**src/rtl/ahb_lite_pkg.sv**
```systemverilog
//==============================================================================
// Module      : ahb_lite_pkg
// Description : Shared AHB-Lite transfer, response and arbiter state encodings.
// Revision    : 1.0 - initial release
//==============================================================================
`default_nettype none

package ahb_lite_pkg;

    typedef enum logic [1:0] {
        IDLE   = 2'b00,
        BUSY   = 2'b01,
        NONSEQ = 2'b10,
        SEQ    = 2'b11
    } htrans_t;

    typedef enum logic {
        OKAY  = 1'b0,
        ERROR = 1'b1
    } hresp_t;

    typedef enum logic [1:0] {
        PARK   = 2'd0,
        OWNED  = 2'd1,
        LOCKED = 2'd2
    } arb_state_t;

endpackage

`default_nettype wire

```
**src/rtl/ahb_rr_picker.sv**
```systemverilog
//==============================================================================
// Module      : ahb_rr_picker
// Description : Combinational round-robin picker; searches last+1 .. last.
// Revision    : 1.0 - initial release
//==============================================================================
`default_nettype none

module ahb_rr_picker #(
    parameter int NUM_MASTERS = 4,
    localparam int MW = $clog2(NUM_MASTERS)
) (
    input  logic [NUM_MASTERS-1:0] req,
    input  logic [MW-1:0]          last,
    output logic                   valid,
    output logic [MW-1:0]          idx
);

    logic [MW-1:0] w_cand;

    // Scan from the farthest candidate inwards so the nearest requester wins.
    always_comb begin
        valid  = 1'b0;
        idx    = last;
        w_cand = last;
        for (int k = NUM_MASTERS; k >= 1; k--) begin
            w_cand = MW'((int'(last) + k) % NUM_MASTERS);
            if (req[w_cand]) begin
                valid = 1'b1;
                idx   = w_cand;
            end
        end
    end

endmodule

`default_nettype wire

```
**src/rtl/ahb_lite_arbiter.sv**
```systemverilog
//==============================================================================
// Module      : ahb_lite_arbiter
// Description : N-master to 1-slave AHB-Lite arbiter with overlapped data phase.
// Revision    : 1.0 - initial release
//==============================================================================
`default_nettype none

module ahb_lite_arbiter
    import ahb_lite_pkg::*;
#(
    parameter int NUM_MASTERS    = 4,
    parameter int ADDR_WIDTH     = 32,
    parameter int DATA_WIDTH     = 32,
    parameter int DEFAULT_MASTER = 0,
    localparam int MW = $clog2(NUM_MASTERS)
) (
    input  logic                             hclk,
    input  logic                             hreset,
    input  logic [NUM_MASTERS-1:0]           m_hbusreq,
    input  logic [NUM_MASTERS*ADDR_WIDTH-1:0] m_haddr,
    input  logic [NUM_MASTERS-1:0]           m_hmasterlock,
    input  logic [NUM_MASTERS*4-1:0]         m_hprot,
    input  logic [NUM_MASTERS*3-1:0]         m_hsize,
    input  logic [NUM_MASTERS*2-1:0]         m_htrans,
    input  logic [NUM_MASTERS-1:0]           m_hwrite,
    input  logic [NUM_MASTERS*DATA_WIDTH-1:0] m_hwdata,
    output logic [NUM_MASTERS-1:0]           m_hgrant,
    output logic [DATA_WIDTH-1:0]            m_hrdata,
    output logic                             m_hreadyout,
    output logic [NUM_MASTERS-1:0]           m_hresp,
    output logic [ADDR_WIDTH-1:0]            s_haddr,
    output logic                             s_hmasterlock,
    output logic [3:0]                       s_hprot,
    output logic [2:0]                       s_hsize,
    output logic [1:0]                       s_htrans,
    output logic                             s_hwrite,
    output logic [DATA_WIDTH-1:0]            s_hwdata,
    input  logic [DATA_WIDTH-1:0]            s_hrdata,
    input  logic                             s_hreadyout,
    input  logic                             s_hresp,
    output logic [MW-1:0]                    hmaster
);

    localparam logic [1:0]    C_ST_PARK   = PARK;
    localparam logic [1:0]    C_ST_OWNED  = OWNED;
    localparam logic [1:0]    C_ST_LOCKED = LOCKED;
    localparam logic [1:0]    C_IDLE      = IDLE;
    localparam logic [MW-1:0] C_DEFAULT   = MW'(DEFAULT_MASTER);

    logic [MW-1:0] r_addr_own;
    logic [MW-1:0] r_data_own;
    logic [1:0]    r_state;

    logic [MW-1:0] w_addr_own_nxt;
    logic [1:0]    w_state_nxt;
    logic          w_pick_valid;
    logic [MW-1:0] w_pick_idx;
    logic          w_hop;
    logic [1:0]    w_own_trans;
    logic          w_own_lock;
    logic          w_own_req;

    logic [ADDR_WIDTH-1:0] w_haddr  [NUM_MASTERS];
    logic [DATA_WIDTH-1:0] w_hwdata [NUM_MASTERS];
    logic [3:0]            w_hprot  [NUM_MASTERS];
    logic [2:0]            w_hsize  [NUM_MASTERS];
    logic [1:0]            w_htrans [NUM_MASTERS];

    for (genvar gi = 0; gi < NUM_MASTERS; gi++) begin : g_master
        assign w_haddr[gi]  = m_haddr[gi*ADDR_WIDTH +: ADDR_WIDTH];
        assign w_hwdata[gi] = m_hwdata[gi*DATA_WIDTH +: DATA_WIDTH];
        assign w_hprot[gi]  = m_hprot[gi*4 +: 4];
        assign w_hsize[gi]  = m_hsize[gi*3 +: 3];
        assign w_htrans[gi] = m_htrans[gi*2 +: 2];
        assign m_hgrant[gi] = (r_addr_own == MW'(gi));
        assign m_hresp[gi]  = s_hresp & (r_data_own == MW'(gi));
    end

    assign w_own_trans = w_htrans[r_addr_own];
    assign w_own_lock  = m_hmasterlock[r_addr_own];
    assign w_own_req   = m_hbusreq[r_addr_own];

    // A mid-burst owner (BUSY/SEQ) only yields if it has dropped its request.
    assign w_hop = s_hreadyout & ~w_own_lock &
                   ((w_own_trans == C_IDLE) | ~w_own_req);

    ahb_rr_picker #(
        .NUM_MASTERS (NUM_MASTERS)
    ) u_picker (
        .req   (m_hbusreq),
        .last  (r_addr_own),
        .valid (w_pick_valid),
        .idx   (w_pick_idx)
    );

    always_comb begin
        w_addr_own_nxt = r_addr_own;
        w_state_nxt    = r_state;
        if (w_hop) begin
            if (w_pick_valid) begin
                w_addr_own_nxt = w_pick_idx;
                w_state_nxt    = C_ST_OWNED;
            end else begin
                w_addr_own_nxt = C_DEFAULT;
                w_state_nxt    = C_ST_PARK;
            end
        end else if (s_hreadyout && w_own_lock) begin
            w_state_nxt = C_ST_LOCKED;
        end else if (s_hreadyout && (r_state == C_ST_LOCKED)) begin
            w_state_nxt = C_ST_OWNED;
        end
    end

    always_ff @(posedge hclk or posedge hreset) begin
        if (hreset) begin
            r_addr_own <= C_DEFAULT;
            r_data_own <= C_DEFAULT;
            r_state    <= C_ST_PARK;
        end else begin
            r_addr_own <= w_addr_own_nxt;
            r_state    <= w_state_nxt;
            if (s_hreadyout) begin
                r_data_own <= r_addr_own;
            end
        end
    end

    assign s_haddr       = w_haddr[r_addr_own];
    assign s_hmasterlock = w_own_lock;
    assign s_hprot       = w_hprot[r_addr_own];
    assign s_hsize       = w_hsize[r_addr_own];
    assign s_hwrite      = m_hwrite[r_addr_own];
    assign s_htrans      = hreset ? C_IDLE : w_own_trans;
    assign s_hwdata      = w_hwdata[r_data_own];
    assign m_hrdata      = s_hrdata;
    assign m_hreadyout   = s_hreadyout;
    assign hmaster       = r_addr_own;

endmodule

`default_nettype wire

```
**config.mk**
```make
export PLATFORM = sky130hd
export DESIGN_NAME = ahb_lite_arbiter
export DESIGN_NICKNAME = d
export VERILOG_FILES = /design/src/rtl/ahb_lite_pkg.sv /design/src/rtl/ahb_rr_picker.sv /design/src/rtl/ahb_lite_arbiter.sv
export SDC_FILE = /design/constraint.sdc
export NUM_CORES = 1
export LEC_CHECK = 0
export CORE_AREA = 2 2 177 179
export CTS_CLUSTER_DIAMETER = 120
export DETAILED_ROUTE_END_ITERATION = 8
export DIE_AREA = 0 0 179 181
export SYNTH_ARGS = -nofsm -noshare
export SYNTH_HDL_FRONTEND = slang
export SYNTH_HIERARCHICAL = 1
export SYNTH_SLANG_ARGS = --single-unit
```
**constraint.sdc**
```tcl
create_clock -name hclk -period 5.3 [get_ports hclk]
set_clock_uncertainty 0.1 [all_clocks]
set_input_delay 1.06 -clock hclk [delete_from_list [all_inputs] [get_ports hclk]]
set_output_delay 1.06 -clock hclk [all_outputs]
set_load 0.02 [all_outputs]
```
==> results_dict.tcl <==
set metrics [dict create \
    finish.instance_area_um2 6620 \
    grt_antenna_before_repair 1 \
    share_of_the_synthesized_area_in_compound_gates_ao_oa_aoi_oai_pct 3.31 \
    final_max_tran_viols 0 \
    gp_congestion 0.752 \
    tritoncts.num_buffers 3 \
    r2r-end "hmaster[1]$_DFFE_PP0P_" \
    startpoint "m_htrans[4]" \
    first_pass_iteration_count_of_the_detailed_router 4 \
    route.vias.total 3247 \
    synth_simple_gate_area_share_pct 4.60 \
    fillers 3280 \
    slew_headroom_pct 57.7 \
    grt_overflow_total 0 \
    netlist_instances 172 \
    post_synthesis_adder_cell_area_fraction_pct 0 \
    count_of_state_elements_after_synthesis 4 \
    ys_types 28 \
    postSynthAreaPerCell_um2 14.1 \
    finalWorstPathRequiredPeriod_ns 4.06 \
    met2_usage_pct 15.4 \
    whs_ns 0.491 \
    xor_xnor_share_of_the_synthesized_area_pct 0 \
    number_of_endpoints_failing_setup_at_the_final_stage 0 \
    synthMuxAreaShare_pct 72.5 \
    n_antenna_cell 0 \
    power_per_cell_area_nw_per_um2 400 \
    synth_top_family_by_area "multiplexers" \
    grt_max_degree 45 \
    detailedRoute.firstIterationViolations 66 \
    antenna_violating_nets_post_route 0 \
    maxCapViolCount 0 \
    vdd_ir_drop_max_mv 0.175 \
    dpl_cell_area_um2 6540 \
    cts_sinks 4 \
    worst_setup_path_start_kind "primary input" \
    maxClockFrequency_mhz 246 \
    initial_utilization_pct 7.98 \
    remaining_drc_errors 0 \
    global_route.peak_usage_layer "met2" \
    synth_largest_type_area_fraction_pct 70.7 \
    synth.net_count 512 \
    timing.setup.critical_path_class "primary input to output pin" \
    groute.usage.overall_pct 7.90 \
    groute.layer.met3.usage_pct 3.32 \
    post_route_cells_drive_above_1_share_pct 17.3 \
    yosys-top-cells-area "mux4_2 71%, buf_4 12%, dfrtp_1 4.1%" \
    dp_hpwl_mm 12.7 \
    mostFrequentLayoutCells "393 x clkdlybuf4s50_1, 76 x mux4_2, 5 x inv_1, 5 x buf_4, 4 x o211ai_1" \
    wl_per_cell_um 15.2 \
    post_drt_via_cell_ratio 3.54 \
    cp-end-kind "output pin" \
    floorplan.core_area_um2 30300 \
    cts_hold_buffers 0 \
    hold_class "flip-flop to flip-flop" \
    multiInputGateArea_um2 1950 \
    cts-root-to-sink-buffers 2 \
    io_buffer_count 393 \
    clkSlewWorstSetupHoldPaths_ns 0.03 \
    unrepaired_setup_endpoints_after_global_routing "false" \
    final_nets 862 \
    synth-seq-area-share_pct 4.13 \
    outcome "completed" \
    period_share_pct 76.6 \
    power.leakage_nw 2.25 \
    synth_enable_flop_cells 0 \
    dieWidth_um 179 \
    hp-start "r_data_own[1]$_DFFE_PP0P_" \
    count_of_h_tree_levels_built_during_cts 1 \
    boundaryPins 458 \
    syn2layout_area_growth_pct 173 \
    clk_latency_ns 0.23 \
    depth_of_the_worst_register_to_register_path 4 \
    worstPathArrival_ns 2.90 \
    cp-endpoint "s_htrans[0]" \
    crit-reg2reg-launch "hmaster[1]$_DFFE_PP0P_" \
    rows 64 \
    required_ns 4.14 \
    met1_usage_pct 7.57 \
    yosysWarningCount 6 \
    fp.dieArea_um2 32400 \
    final_hold_viol_count 0 \
    yosys.area.top_type "mux4_2" \
    grt_first_pass_wirelength_mm 19.7 \
    reg2reg_slack_ns 3.19 \
    worst-slew-pin-transition_ns 0.635 \
    die_height_um 181 \
    final-seq-area_um2 106 \
    finalSetupTns_ns 0 \
    path_max_fanout 4 \
    cts_tree "done" \
    final_routed_wirelength_mm 13.9 \
    cts.root.buffer_cell "clkbuf_16" \
    synth.cell_area_um2 2420 \
    cts_resized 0 \
    layout.cells.most_common "clkdlybuf4s50_1" \
    ys_async_sr_fraction_pct 100 \
    postCtsSetupRepairBufs 0 \
    most_used_flip_flop_cell_after_synthesis "dfrtp_1" \
    via_count_of_the_first_global_routing_pass 3646 \
]
[where the power goes]
part	internal [mW]	switching, mW
Combinational	1.35	0.997
Clock	0.0995	0.0228
Sequential	0.0488	0.125
Total	1.50	1.15
[sequential cells by signal, indices dropped and copies added, names as in the netlist]
register / count
hmaster: 2
r_data_own: 2
[critical path, cell delays in order]
cell and delay, ns:
clkdlybuf4s50_1 0.47, mux4_2 0.55, and2_1 0.20, clkdlybuf4s50_1 0.61
[cells by family after synthesis]
| family | count (synthesis) |
|---|---|
| muxes | 80 |
| buffers and inverters | 58 |
| and+or+nand+nor | 18 |
| AOI/OAI and AO/OA | 12 |
| DFF | 4 |
[worst min path at each step]
stage / slack, ns / depth (start not counted) / to
after floorplan: 0.72 / 4 / hmaster[1]$_DFFE_PP0P_
after global placement: 0.48 / 1 / r_data_own[1]$_DFFE_PP0P_
after detailed placement: 0.49 / 1 / r_data_own[1]$_DFFE_PP0P_
after CTS: 0.49 / 1 / r_data_own[1]$_DFFE_PP0P_
after global routing: 0.51 / 1 / r_data_own[1]$_DFFE_PP0P_
final: 0.49 / 1 / r_data_own[1]$_DFFE_PP0P_
[layout make-up]
cell class | count | share of cell area [%]
clock buffers | 4 | 1.19
inverters | 5 | 0.284
multi-input cells | 110 | 29.4
flip-flops and latches | 4 | 1.61
well taps | 396 | 7.49
repair buffers | 398 | 60.0
[stage by stage]
step	power (mW)	utilization [%]	setup slack, ns	instances
final	2.64	21.8	1.24	917
after global routing	2.82	21.8	1.19	917
after CTS	2.70	21.8	1.17	917
after detailed placement	2.57	21.5	1.17	913
after global placement	2.56	21.5	1.18	913
after floorplan	1.52	-	2.36	172
[cells in the mapped netlist (2+ instances only)]
library cell  count
o21ai_0           2
nor2b_1           3
o211ai_1          4
dfrtp_1           4
buf_2             6
mux2_2            3
nand4b_1          2
buf_4            38
and2_1            3
inv_1             5
nor2_1            3
clkbuf_1          7
a21oi_1           2
mux4_2           76
[routing by layer]
metal	part of all wire (%)	vias up	wire length (um)
li1	-	1419	-
met1	32	1532	4380
met2	51	280	7110
met3	16	14	2220
met4	1.4	2	188
met5	0.058	-	8
(Power assumes the default switching activity.)
